<file path="src/rtl/hwpe_tcdm_rr_arbiter.sv">
// hwpe_tcdm_rr_arbiter: round-robin sharing of one TCDM port among NB_REQ requesters, with in-order response routing
module hwpe_tcdm_rr_arbiter #(
    parameter int unsigned NB_REQ          = 3,
    parameter int unsigned MAX_OUTSTANDING = 4,
    parameter int unsigned ADDR_WIDTH      = 32,
    parameter int unsigned DATA_WIDTH      = 32
) (
    input  logic                                 clk_i,
    input  logic                                 rst_ni,
    input  logic [NB_REQ-1:0]                    in_req,
    output logic [NB_REQ-1:0]                    in_gnt,
    input  logic [NB_REQ*ADDR_WIDTH-1:0]         in_add,
    input  logic [NB_REQ-1:0]                    in_wen,
    input  logic [NB_REQ*DATA_WIDTH/8-1:0]       in_be,
    input  logic [NB_REQ*DATA_WIDTH-1:0]         in_data,
    output logic [NB_REQ*DATA_WIDTH-1:0]         in_r_data,
    output logic [NB_REQ-1:0]                    in_r_valid,
    output logic                                 out_req,
    input  logic                                 out_gnt,
    output logic [ADDR_WIDTH-1:0]                out_add,
    output logic                                 out_wen,
    output logic [DATA_WIDTH/8-1:0]              out_be,
    output logic [DATA_WIDTH-1:0]                out_data,
    input  logic [DATA_WIDTH-1:0]                out_r_data,
    input  logic                                 out_r_valid,
    output logic [$clog2(MAX_OUTSTANDING):0]     outstanding_o,
    output logic                                 err_o
);
    localparam int unsigned PW = $clog2(NB_REQ);
    localparam int unsigned AW = $clog2(MAX_OUTSTANDING);
    localparam int unsigned BW = DATA_WIDTH / 8;

    logic [PW-1:0] ptr, sel, head;
    logic [PW-1:0] fifo_q [MAX_OUTSTANDING];
    logic [AW-1:0] wr_ptr, rd_ptr;
    logic [AW:0]   cnt;
    logic          any, full, empty, push, pop;

    // scan from the highest rotated offset down so the one nearest ptr wins
    always_comb begin
        sel = '0;
        for (int i = NB_REQ - 1; i >= 0; i--) begin
            if (in_req[(int'(ptr) + i) % NB_REQ]) sel = PW'((int'(ptr) + i) % NB_REQ);
        end
    end

    assign any   = |in_req;
    assign full  = cnt == (AW+1)'(MAX_OUTSTANDING);
    assign empty = cnt == '0;
    assign head  = fifo_q[rd_ptr];

    assign out_req  = rst_ni && any && !full;
    assign out_add  = any ? in_add[sel*ADDR_WIDTH +: ADDR_WIDTH] : '0;
    assign out_wen  = any && in_wen[sel];
    assign out_be   = any ? in_be[sel*BW +: BW] : '0;
    assign out_data = any ? in_data[sel*DATA_WIDTH +: DATA_WIDTH] : '0;

    assign push       = out_req && out_gnt;
    assign pop        = out_r_valid && !empty;
    assign in_gnt     = push ? NB_REQ'(1) << sel : '0;
    assign in_r_valid = pop ? NB_REQ'(1) << head : '0;
    assign in_r_data  = {NB_REQ{out_r_data}};
    assign outstanding_o = cnt;

    always_ff @(posedge clk_i or negedge rst_ni) begin
        if (!rst_ni) begin
            ptr    <= '0;
            wr_ptr <= '0;
            rd_ptr <= '0;
            cnt    <= '0;
            err_o  <= 1'b0;
        end else begin
            if (push) begin
                ptr    <= (sel == PW'(NB_REQ - 1)) ? '0 : sel + 1'b1;
                wr_ptr <= wr_ptr + 1'b1;
            end
            if (pop) rd_ptr <= rd_ptr + 1'b1;
            cnt <= cnt + {{AW{1'b0}}, push} - {{AW{1'b0}}, pop};
            if (out_r_valid && empty) err_o <= 1'b1;
        end
    end

    always_ff @(posedge clk_i) begin
        if (push) fifo_q[wr_ptr] <= sel;
    end
endmodule

</file>
<file path="config.mk">
export PLATFORM = sky130hd
export DESIGN_NAME = hwpe_tcdm_rr_arbiter
export DESIGN_NICKNAME = d
export VERILOG_FILES = /design/src/rtl/hwpe_tcdm_rr_arbiter.sv
export SDC_FILE = /design/constraint.sdc
export NUM_CORES = 1
export LEC_CHECK = 0
export ABC_AREA = 1
export BUFFER_PORTS_ARGS = -buffer_cell sky130_fd_sc_hd__buf_2
export CAP_MARGIN = 0
export CORE_AREA = 2 2 166 168
export CTS_CLUSTER_DIAMETER = 50
export DETAILED_ROUTE_END_ITERATION = 10
export DIE_AREA = 0 0 168 170
export SYNTH_ARGS = -nofsm -noshare
export SYNTH_HDL_FRONTEND = slang
export SYNTH_SLANG_ARGS = --single-unit
</file>
<file path="constraint.sdc">
create_clock -name clk_i -period 4.2 [get_ports clk_i]
set_input_delay 0.42 -clock clk_i [delete_from_list [all_inputs] [get_ports clk_i]]
set_output_delay 0.42 -clock clk_i [all_outputs]
set_load 0.05 [all_outputs]
</file>
== After elaboration in Yosys (flattened, before gate mapping) ==
Memory sizes are Yosys's and may differ from the RTL's.
Index checks and enable logic that the tools add are counted.

* Add/subtract/negate cells: 7
* Div/mod/pow operators: 3
* Magnitude comparators: 4
* Equality and inequality tests: 2
* Shift operators: 5
* Muxes and demuxes: 19
* Reduce and logical (&&, ||, !) cells: 10

{| class="wikitable"
|+ Operators by type and width
! kind !! count
|-
| 96-bit by 8-bit indexed part select with 32-bit output || 2
|-
| 32-bit by 3-bit less-than comparator with 1-bit output (second input constant) || 3
|-
| 32-bit by 2-bit remainder unit with 32-bit output (second input constant) || 2
|-
| 32-bit 2-to-1 mux || 2
|-
| 2-bit by 2-bit remainder unit with 32-bit output (second input constant) || 1
|-
| 12-bit by 5-bit indexed part select with 4-bit output || 1
|-
| 1-bit binary-select mux with 2-bit select || 4
|-
| 2-bit 2-to-1 mux || 4
|-
| 2-bit by 1-bit adder with 2-bit output (second input constant) || 3
|-
| 1-bit logical AND || 6
|-
| 1-bit 2-to-1 mux || 6
|-
| 3-bit 2-to-1 mux || 2
|-
| 1-bit by 2-bit << shifter with 3-bit output (first input constant) || 2
|-
| 4-bit 2-to-1 mux || 1
|-
| 2-bit by 1-bit adder with 3-bit output (second input constant) || 1
|-
| 2-bit by 2-bit adder with 3-bit output (second input constant) || 1
|-
| 3-bit by 1-bit adder with 3-bit output || 1
|-
| 3-bit == test (second input constant) || 1
|-
| 3-bit zero test || 1
|-
| 2-bit by 3-bit less-than comparator with 1-bit output (second input constant) || 1
|-
| 3-bit OR reduction || 1
|-
| 3-bit by 1-bit subtractor with 3-bit output || 1
|-
| 2-bit == test (second input constant) || 1
|-
| 1-bit zero test || 2
|}

* Register bits after elaboration: 10
* Memory bits (writable): 8
* Output and inout port bits: 176
* Word-level logic and storage cells: 56
* Memories kept: 1

{| class="wikitable"
|+ Memories
! memory !! depth !! width !! rd ports !! clocked after Yosys merged registers in !! wr ports !! RTL line !! RTL
|-
| fifo_q || 4 || 2 || 1 || 0 || 1 || 34 || <nowiki>logic [PW-1:0] fifo_q [MAX_OUTSTANDING];</nowiki>
|}

== Logic depth before layout (Yosys ltp) ==
Gate-level depths: netlist of run 1.

* Depth in word-level cells: 10
* Mapped depth: 15

== Least setup slack after synthesis of run 1 ==
No wires, ideal clock.

* Kind: register to output
* Start point: register cnt[1], in the netlist outstanding_o[1]
* End point: output in_gnt[2]
* Arrival time: 3.321 ns
* Slack: 0.459 ns
* Stages on the path, launching flop included: 6
* Path through: dfrtp_1 > nor2_1 > a21oi_1 > nand2_1 > buf_2 > nor3_1

* Cells in the longest elaborated chain, start to end: 5

{| class="wikitable"
|+ Ends and longest elaborated chain
! element !! RTL line !! RTL
|-
| start: declaration || 36 || <nowiki>logic [AW:0] cnt;</nowiki>
|-
| start signal: assignment || 78 || <nowiki>cnt <= cnt + {{AW{1'b0}}, push} - {{AW{1'b0}}, pop};</nowiki>
|-
| 3-bit == test || 48 || <nowiki>assign full = cnt == (AW+1)'(MAX_OUTSTANDING);</nowiki>
|-
| 1-bit zero test || 52 || <nowiki>assign out_req = rst_ni && any && !full;</nowiki>
|-
| 1-bit logical AND || 52 ||
|-
| net out_req || 18 || <nowiki>output logic out_req,</nowiki>
|-
| 1-bit logical AND || 58 || <nowiki>assign push = out_req && out_gnt;</nowiki>
|-
| 3-bit 2-to-1 mux || 60 || <nowiki>assign in_gnt = push ? NB_REQ'(1) << sel : '0;</nowiki>
|-
| end: declaration || 11 || <nowiki>output logic [NB_REQ-1:0] in_gnt,</nowiki>
|}

The timed path passes the listed nets, and every way through them passes these cells.

== Worst setup path after layout of run 1 ==
* Start point: register ptr[0]
* End point: output out_add[29]

* Cells in the longest elaborated chain, start to end: 9
* Elaborated cells on any way between the ends: 16

{| class="wikitable"
|+ Ends and longest elaborated chain
! element !! RTL line !! RTL
|-
| start: declaration || 33 || <nowiki>logic [PW-1:0] ptr, sel, head;</nowiki>
|-
| start signal: assignment || 74 || <nowiki>ptr <= (sel == PW'(NB_REQ - 1)) ? '0 : sel + 1'b1;</nowiki>
|-
| 2-bit by 2-bit adder with 3-bit output || 43 || <nowiki>if (in_req[(int'(ptr) + i) % NB_REQ]) sel = PW'((int'(ptr) + i) % NB_REQ);</nowiki>
|-
| 32-bit by 2-bit remainder unit with 32-bit output || 43 ||
|-
| 1-bit binary-select mux with 2-bit select || 43 ||
|-
| 1-bit 2-to-1 mux (implied by the code) || 43 ||
|-
| 2-bit 2-to-1 mux (2 in series) || 43 ||
|-
| 2-bit 2-to-1 mux * || 43 ||
|-
| 96-bit by 8-bit indexed part select with 32-bit output * || 53 || <nowiki>assign out_add = any ? in_add[sel*ADDR_WIDTH +: ADDR_WIDTH] : '0;</nowiki>
|-
| 32-bit 2-to-1 mux * || 53 ||
|-
| end: declaration || 20 || <nowiki>output logic [ADDR_WIDTH-1:0] out_add,</nowiki>
|}

Every way passes the cells marked *; elsewhere a longest branch is shown, timed or not. The select of a mux whose other input is x is not followed.

==> qor.txt, run 1 <==
Routability cong. = 0.778
Share of cells above drive strength 1 = 37.3%
Max_cap viols = 0
Die Ht = 170 um
Drt wl/cell = 14.3 um
First-pass GRT wire length = 26.0 mm
PortBufs = 293
Setup violators final = 0
Sinks on Clock Net = 18
Reg2reg path depth = 9
Cell Rows = 60
Grt total ovfl = 0
GRT Total Usage = 11.1%
Worst Path Required = 3780 ps
Vias = 5185
CP top delay family = simple AND/OR/NAND/NOR gates
Max Fanout on Critical Path = 57
Die area = 0.0286 sq mm
CTS Buf Count = 3
Setup_tns = 0 ps
Outcome = finished clean
Die X-Extent = 168 um
Post-detail-place hpwl = 12.9 mm
Startpoint types = flip-flop
Setup Skew = 1.93 ps
Post-Synthesis Cells = 694
Number of synthesized flops with an enable pin = 8
Clock root cell = clkbuf_16
Post-synthesis sequential element count = 18
Post_cts resized = 0
Stages on worst setup path = 15
CP Launch Point = ptr[0]$_DFFE_PN0P_
Cells along the critical path = inv_1 -> ha_1 -> inv_1 -> nand3_1 -> nand2_1 -> inv_1 -> nand3_1 -> nand2_2 -> nand2_4 -> buf_4 -> nand3_1 -> nand3_1 -> nand2_1 -> inv_1 -> buf_2
CTS Buffer Depth = 2
Final wirelength = 16.9 mm
Post-CTS Hold Fix Bufs = 0
Slowest Stage Delay on Critical Path = 450 ps
WP buf/inv = 6
Htree depth = 1
Total Nets Final = 1101
Pin count of the biggest net entering global routing = 90
Async S/R FF share, synth = 55.6%
Max frequency = 293 MHz
Worst slew pin tran = 817 ps
Core area = 0.0267 sq mm
DRC viols = 0
Ports = 422
Critical path class = reg2out
CP max stage cell = nand2_4
Hold Crit Class = in2async
RSZ-0062 raised after global routing = no
CTS tree = built
Via density = 4.37
Worst setup EP type = output pin
Post-synth cell types = 29
Final Hold Vio Count = 0
Critical path arrival = 2990 ps
Slew HR = 45.5%
Max Slew Vio Count = 0
Mapped Area = 0.00408 sq mm
Syn nets = 950
Detailed Routing Iterations Pass 1 = 5
Period minus WS final = 3410 ps
RR Startpoint = outstanding_o[1]$_DFF_PN0_
Worst-Skew Late Latency = 250 ps
Worst reg2reg setup slack = 1860 ps
Ys flop type = dfrtp_1
Vias in the first global route = 4958
ANT nets after route = 0
Initial antenna violation count = 3
Area growth, synth to finish = 28.6%
Initial Util = 15.3%
Part of the cycle the worst path needs = 81.1%
Post-CTS Setup Bufs = 0
Post-Syn Area per Cell = 5.88 sq um
Clk slew on worst S/H paths = 50 ps
Ys Warns = 0
Sequential area share after synthesis = 12.0%
DRT iter0 DRCs = 249
## cell families (layout without fill, tap and decap cells)
family	Yosys count	in the layout	synth area share (%)
AOI/OAI and AO/OA	11	11	1.81
xor gates and xnor gates	4	4	0.859
adders and majority gates	10	10	3.25
buffers and inverters	252	402	34.0
DFF	18	18	12.0
other	0	1	0
and+or+nand+nor	399	399	48.1
## path summary, 6_finish.rpt
| check | to |
|---|---|
| hold reg to reg | rd_ptr[1]$_DFFE_PN0P_ |
| min in group clk_i | err_o$_DFFE_PN0P_ |
| max in group asynchronous | outstanding_o[1]$_DFF_PN0_ |
| hold / removal | rd_ptr[1]$_DFFE_PN0P_ |
| setup reg to reg | outstanding_o[2]$_DFF_PN0_ |
| setup / recovery | out_add[29] |
## synthesized netlist by cell type, types with 4 or more instances
cell      instances  share of area [%]
a21oi_1           4               0.49
buf_1             5               0.46
buf_2            25                3.1
buf_4           107                 20
clkbuf_1         17                1.6
dfrtp_1          10                6.1
edfxtp_1          8                5.9
ha_1              9                2.8
inv_1            94                8.6
nand2_1          94                8.6
nand3_1         213                 26
nand4_1          69                 11
nor2_1           14                1.3
## final cells by class
cell class                      count  area [sq um]
Clock buffer                        4          88.8
Multi-Input combinational cell    424          2220
Antenna cell                        1          2.50
Tap cell                          341           427
Timing Repair Buffer              301          1650
Inverter                           97           364
Fill cell                        3078         21400
Sequential cell                    18           490
## metal layers
layer | wire length [um] | vias up | track usage [%] | share of wire, %
li1 | - | 2519 | - | -
met1 | 6540 | 2340 | 12.9 | 39
met2 | 8430 | 303 | 20.6 | 50
met3 | 1680 | 19 | 2.95 | 10
met4 | 242 | 4 | 1.81 | 1.4
met5 | 21 | - | 0 | 0.12
## registers in the layout, summed over array words and instances (netlist names)
name           flops
fifo_q             8
wr_ptr             2
ptr                2
rd_ptr             2
outstanding_o      3
err_o              1
## placed cells by master (no fill, tap or decap), drive strengths merged
cell type / Yosys / final
a21oi: 5 / 5
a31o: 1 / 1
a32o: 1 / 1
a32oi: 1 / 1
and2: 1 / 1
buf: 138 / 301
clkbuf: 17 / 4
dfrtp: 10 / 10
diode: 0 / 1
edfxtp: 8 / 8
fa: 1 / 1
ha: 9 / 9
inv: 96 / 97
nand2: 97 / 97
nand3: 215 / 215
nand4: 69 / 69
nor2: 14 / 14
nor3: 3 / 3
o21ai: 2 / 2
o31ai: 1 / 1
xnor2: 2 / 2
xor2: 2 / 2
## through the flow
stage	worst slack [ps]	utilization, %	hold WS (ps)	area [sq um]	instances
finish	792	19.7	32.6	5250	1186
detailed placement	1050	19.4	313	5160	1181
global route	497	19.7	44.2	5250	1185
global placement	1120	19.4	311	5160	1181
CTS	766	19.7	41.0	5250	1185
floorplan	459	-	124	4080	694
Power of run 1 is left out: the tool's default activity adds up to more than one toggle a clock period on the data nets, which glitch-free logic cannot reach.
==> run 2: changes to the inputs <==
clock period = 3.6 ns   (was 4.2 ns; I/O delays follow)
==> run 2 against run 1 <==
Effect of this change:
- clock-buffer cell count is 1 lower
- critical path depth down 2
- via count up 0.95%
- non-clock buffer count rose by 2
- highest routed layer is now met4
- utilization rose by 0.25 points
==> qor.txt, run 2 (synthesized netlist as in run 1, its figures left out) <==
Outcome = finished clean
Setup violators final = 0 (unchanged)
Max Slew Vio Count = 0 (unchanged)
Finished Cell Area = 0.00532 sq mm (+1.3%)
Worst-Skew Late Latency = 250 ps (about the same)
CP top delay family = simple AND/OR/NAND/NOR gates
Via density = 4.40 (+0.69%)
Final wirelength = 16.9 mm (+0.14%)
Startpoint types = flip-flop
Post_cts resized = 0 (unchanged)
Max frequency = 310 MHz
Worst setup EP type = output pin
Cell Rows = 60 (unchanged)
ANT nets after route = 0 (unchanged)
Initial antenna violation count = 2 (-1)
CTS Buffer Depth = 2 (unchanged)
CTS Buf Count = 3 (unchanged)
Drt wl/cell = 14.2 um (-0.11%)
Clk slew on worst S/H paths = 50 ps (about the same)
Post-CTS Hold Fix Bufs = 1 (+1)
Pin count of the biggest net entering global routing = 76 (-16%)
WP buf/inv = 5 (-1)
Vias = 5234 (+0.95%)
Slowest Stage Delay on Critical Path = 390 ps (-60 ps)
Grt total ovfl = 0 (unchanged)
CTS tree = built
Commonest non-fill, non-tap cell in the layout = buf_2
Post-detail-place hpwl = 13.4 mm (+3.8%)
Post-CTS Setup Bufs = 0 (unchanged)
DRC viols = 0 (unchanged)
Worst slew pin tran = 818 ps (+1.44 ps)
Detailed Routing Iterations Pass 1 = 5 (unchanged)
Period minus WS final = 3220 ps
Core area = 0.0267 sq mm (unchanged)
Max reg flops = 8 (unchanged)
Share of cells above drive strength 1 = 37.4% (about the same)
Slew HR = 45.4% (-0.096 points)
Area post-placement = 0.00522 sq mm (+1.3%)
Fillcell total = 3034 (-1.4%)
Htree depth = 1 (unchanged)
RSZ-0062 raised after global routing = no
Critical path arrival = 2860 ps (-130 ps)
Hold WS = 377 ps (+344 ps)
Top reg by flops = fifo_q
PortBufs = 293 (unchanged)
Most frequent CP cell = nand2_1
Die Ht = 170 um (unchanged)
Max Fanout on Critical Path = 74 (+30%)
Die area = 0.0286 sq mm (unchanged)
Routability cong. = 0.800 (+2.8%)
First-pass GRT wire length = 25.7 mm (-1.5%)
Die X-Extent = 168 um (unchanged)
Most frequent cells in the layout = 286 x buf_2, 213 x nand3_1, 94 x inv_1, 94 x nand2_1, 69 x nand4_1
Critical path class = reg2out
Setup Skew = 2.40 ps (+0.473 ps)
Final Hold Vio Count = 0 (unchanged)
Clock root cell = clkbuf_16
Part of the cycle the worst path needs = 89.5%
CP max stage cell = dfrtp_1
Cells along the critical path = inv_1 -> ha_1 -> inv_2 -> nand2_1 -> nand2_1 -> nand3_4 -> nand2_4 -> buf_12 -> nand3_1 -> nand3_1 -> nand2_1 -> inv_1 -> buf_2
Worst Path Required = 3240 ps (-540 ps)
Area growth, synth to finish = 30.3%
Setup_tns = 0 ps (unchanged)
Hold Crit Class = in2reg
Total Nets Final = 1103 (+0.18%)
Max_cap viols = 0 (unchanged)
GRT Total Usage = 11.0% (-0.12 points)
DRT iter0 DRCs = 313 (+26%)
Vias in the first global route = 4832 (-2.5%)
Ports = 422 (unchanged)
Initial Util = 15.3% (unchanged)
Sinks on Clock Net = 18 (unchanged)
==> run 2: cell type report <==
| class | count | area (sq um) | share of cell area (%) |
|---|---|---|---|
| Timing Repair Buffer | 303 | 1720 | 32.4 |
| Clock inverter | 1 | 3.75 | 0.0706 |
| Sequential cell | 18 | 490 | 9.23 |
| Multi-Input combinational cell | 424 | 2230 | 41.9 |
| Clock buffer | 3 | 75.1 | 1.41 |
| Tap cell | 341 | 427 | 8.03 |
| Antenna cell | 2 | 5.00 | 0.0941 |
| Inverter | 97 | 364 | 6.85 |
==> run 2: worst paths after layout <==
| path | cells after the start | startpoint | slack [ps] | end |
|---|---|---|---|---|
| min in group asynchronous | 2 | rst_ni | 520 | wr_ptr[0]$_DFFE_PN0P_ |
| worst max register to register | 11 | ptr[1]$_DFFE_PN0P_ | 1160 | ptr[1]$_DFFE_PN0P_ |
| worst max-delay path | 13 | ptr[1]$_DFFE_PN0P_ | 380 | out_data[9] |
| worst min register to register | 1 | err_o$_DFFE_PN0P_ | 470 | err_o$_DFFE_PN0P_ |
| worst min-delay path | 2 | out_r_valid | 380 | err_o$_DFFE_PN0P_ |
| max in group asynchronous | 2 | rst_ni | 2880 | outstanding_o[2]$_DFF_PN0_ |
==> run 2: stage by stage <==
step                instances  util (%)  setup slack, ps
finish                   1189      19.9              377
global route             1188      19.9             31.8
CTS                      1187      19.9              356
detailed placement       1182      19.6              632
global placement         1182      19.6              670
floorplan                 694         -              258
==> run 2: routing by layer <==
metal  up-vias  track usage, %  share of wire [%]
met1      2338            12.2                 37
met5         -               0                  0
met2       334            19.9                 50
met4         0            3.74                2.8
met3        31            3.42                 11
li1       2531               -                  -
Power of run 2 is left out for the same reason.
==> run 3: changes to the inputs <==
BUFFER_PORTS_ARGS = -buffer_cell sky130_fd_sc_hd__buf_4   (was -buffer_cell sky130_fd_sc_hd__buf_2)
CAP_MARGIN = 20   (was 0)
==> run 3 against run 2 <==
Effect of this change:
- via count increased by 1.3%
- global-route usage grew 0.49 points
- clock-buffer cell count is the same
- largest cell class is now non-clock buffers
==> qor.txt, run 3 (synthesized netlist as in run 1, its figures left out) <==
Routability cong. = 0.803 (+0.40%)
Grt met3 use = 3.86% (+0.44 points)
Cell Rows = 60 (unchanged)
Core area = 0.0267 sq mm (unchanged)
RSZ-0062 raised after global routing = no
Worst Path Required = 3240 ps (about the same)
Pin count of the biggest net entering global routing = 77 (+1.3%)
RR Startpoint = ptr[1]$_DFFE_PN0P_
CTS tree = built
Clock root cell = clkbuf_16
Vias in the first global route = 5021 (+3.9%)
GRT Total Usage = 11.5% (+0.49 points)
Final Hold Vio Count = 0 (unchanged)
CTS Buffer Depth = 2 (unchanged)
Part of the cycle the worst path needs = 90.0% (+0.44 points)
Critical path arrival = 2880 ps (+20 ps)
Detailed Routing Iterations Pass 1 = 4 (-1)
Critical path class = reg2out
First-pass GRT wire length = 26.6 mm (+3.7%)
Ports = 422 (unchanged)
Worst slew pin tran = 814 ps (-4.34 ps)
ANT nets after route = 0 (unchanged)
Worst-Skew Late Latency = 240 ps (about the same)
Die Ht = 170 um (unchanged)
Post-detail-place hpwl = 13.7 mm (+2.1%)
Placed cells = 1182 (unchanged)
CTS Buf Count = 3 (unchanged)
Fin cells = 1187 (-0.17%)
Max_cap viols = 0 (unchanged)
Outcome = finished clean
Setup_tns = 0 ps (unchanged)
Vias = 5304 (+1.3%)
Grt total ovfl = 0 (unchanged)
Startpoint types = flip-flop
Commonest non-fill, non-tap cell in the layout = buf_4
Drt wl/cell = 14.9 um (+4.7%)
Period minus WS final = 3240 ps (+15.7 ps)
Slew HR = 45.7% (+0.29 points)
Hold Crit Class = in2reg
Hold path startpoint = out_r_valid
Clk slew on worst S/H paths = 50 ps (about the same)
GR Util met2 = 20.8% (+0.93 points)
R2R Path End = ptr[1]$_DFFE_PN0P_
Worst hold stages = 2 (unchanged)
Post-CTS Setup Bufs = 0 (unchanged)
Die area = 0.0286 sq mm (unchanged)
Area post-placement = 0.00586 sq mm (+12%)
Worst reg2reg setup slack = 1120 ps (-40 ps)
Total Nets Final = 1103 (unchanged)
Worst setup EP type = output pin
Initial antenna violation count = 0 (-2)
Max frequency = 309 MHz (-0.48%)
Die X-Extent = 168 um (unchanged)
DRC viols = 0 (unchanged)
Final wirelength = 17.7 mm (+4.6%)
Top reg by flops = fifo_q
Share of cells above drive strength 1 = 37.4% (unchanged)
GR peak layer = met2
Area growth, synth to finish = 45.8%
Fillcell total = 3036 (+0.066%)
Reg2reg path depth = 11 (unchanged)
Most frequent cells in the layout = 295 x buf_4, 213 x nand3_1, 94 x inv_1, 94 x nand2_1, 69 x nand4_1
DRT iter0 DRCs = 229 (-27%)
Finished Cell Area = 0.00595 sq mm (+12%)
Max Slew Vio Count = 0 (unchanged)
Max Fanout on Critical Path = 76 (+2.7%)
Max reg flops = 8 (unchanged)
GR Layer Usage met1 = 12.6% (+0.44 points)
PortBufs = 293 (unchanged)
Htree depth = 1 (unchanged)
Via density = 4.47 (+1.5%)
Sinks on Clock Net = 18 (unchanged)
WHS Endpoint = err_o$_DFFE_PN0P_
Setup Skew = 1.09 ps (-1.31 ps)
Setup violators final = 0 (unchanged)
Initial Util = 15.3% (unchanged)
# diodes = 0 (-2)
run 3: changes by cell type in the layout (fill, tap and decap cells not counted), sizes merged:
cell   delta
diode     -2
run 3: per-layer routing:
layer / wire (um) / up-vias
li1: - / 2526
met1: 6480 / 2426
met2: 8750 / 323
met3: 1960 / 29
met4: 524 / 0
met5: 0 / -
run 3: how the worst max path moves through the flow:
| stage | end | startpoint | slack [ps] | cells past startpoint |
|---|---|---|---|---|
| floorplan | outstanding_o[2]$_DFF_PN0_ | outstanding_o[1]$_DFF_PN0_ | 260 | 10 |
| global placement | out_data[11] | ptr[1]$_DFFE_PN0P_ | 710 | 13 |
| detailed placement | out_add[26] | ptr[1]$_DFFE_PN0P_ | 660 | 13 |
| CTS | out_data[11] | ptr[1]$_DFFE_PN0P_ | 370 | 13 |
| global route | out_data[11] | ptr[1]$_DFFE_PN0P_ | 170 | 13 |
| finish | out_data[11] | ptr[1]$_DFFE_PN0P_ | 360 | 13 |
run 3: worst max-delay path: stages, from the launching register on:
cell and delay, ps:
dfrtp_1 390, inv_1 60, ha_1 220, inv_2 130, nand2_1 70, nand2_1 140
nand3_4 410, nand2_4 260, buf_12 300, nand3_1 160, nand3_1 120, nand2_1 50
inv_1 80, buf_4 190
run 3: what timing repair did:
action	in CTS	in global routing
resized for setup	0	0
hold endpoints to repair	10	0
hold buffers	1	0
run 3: area by class of cell:
type | count | area [sq um] | area share, %
Clock buffer | 3 | 75.1 | 1.26
Tap cell | 341 | 427 | 7.17
Multi-Input combinational cell | 424 | 2230 | 37.4
Clock inverter | 1 | 3.75 | 0.0631
Timing Repair Buffer | 303 | 2360 | 39.7
Inverter | 97 | 364 | 6.12
Sequential cell | 18 | 490 | 8.24
run 3: through the flow:
step | hold slack (ps) | worst slack [ps] | util [%]
floorplan | 64.4 | 258 | -
global placement | 200 | 710 | 22.0
detailed placement | 205 | 657 | 22.0
CTS | 380 | 366 | 22.3
global route | 387 | 170 | 22.3
finish | 380 | 362 | 22.3
Power of run 3 is left out for the same reason.
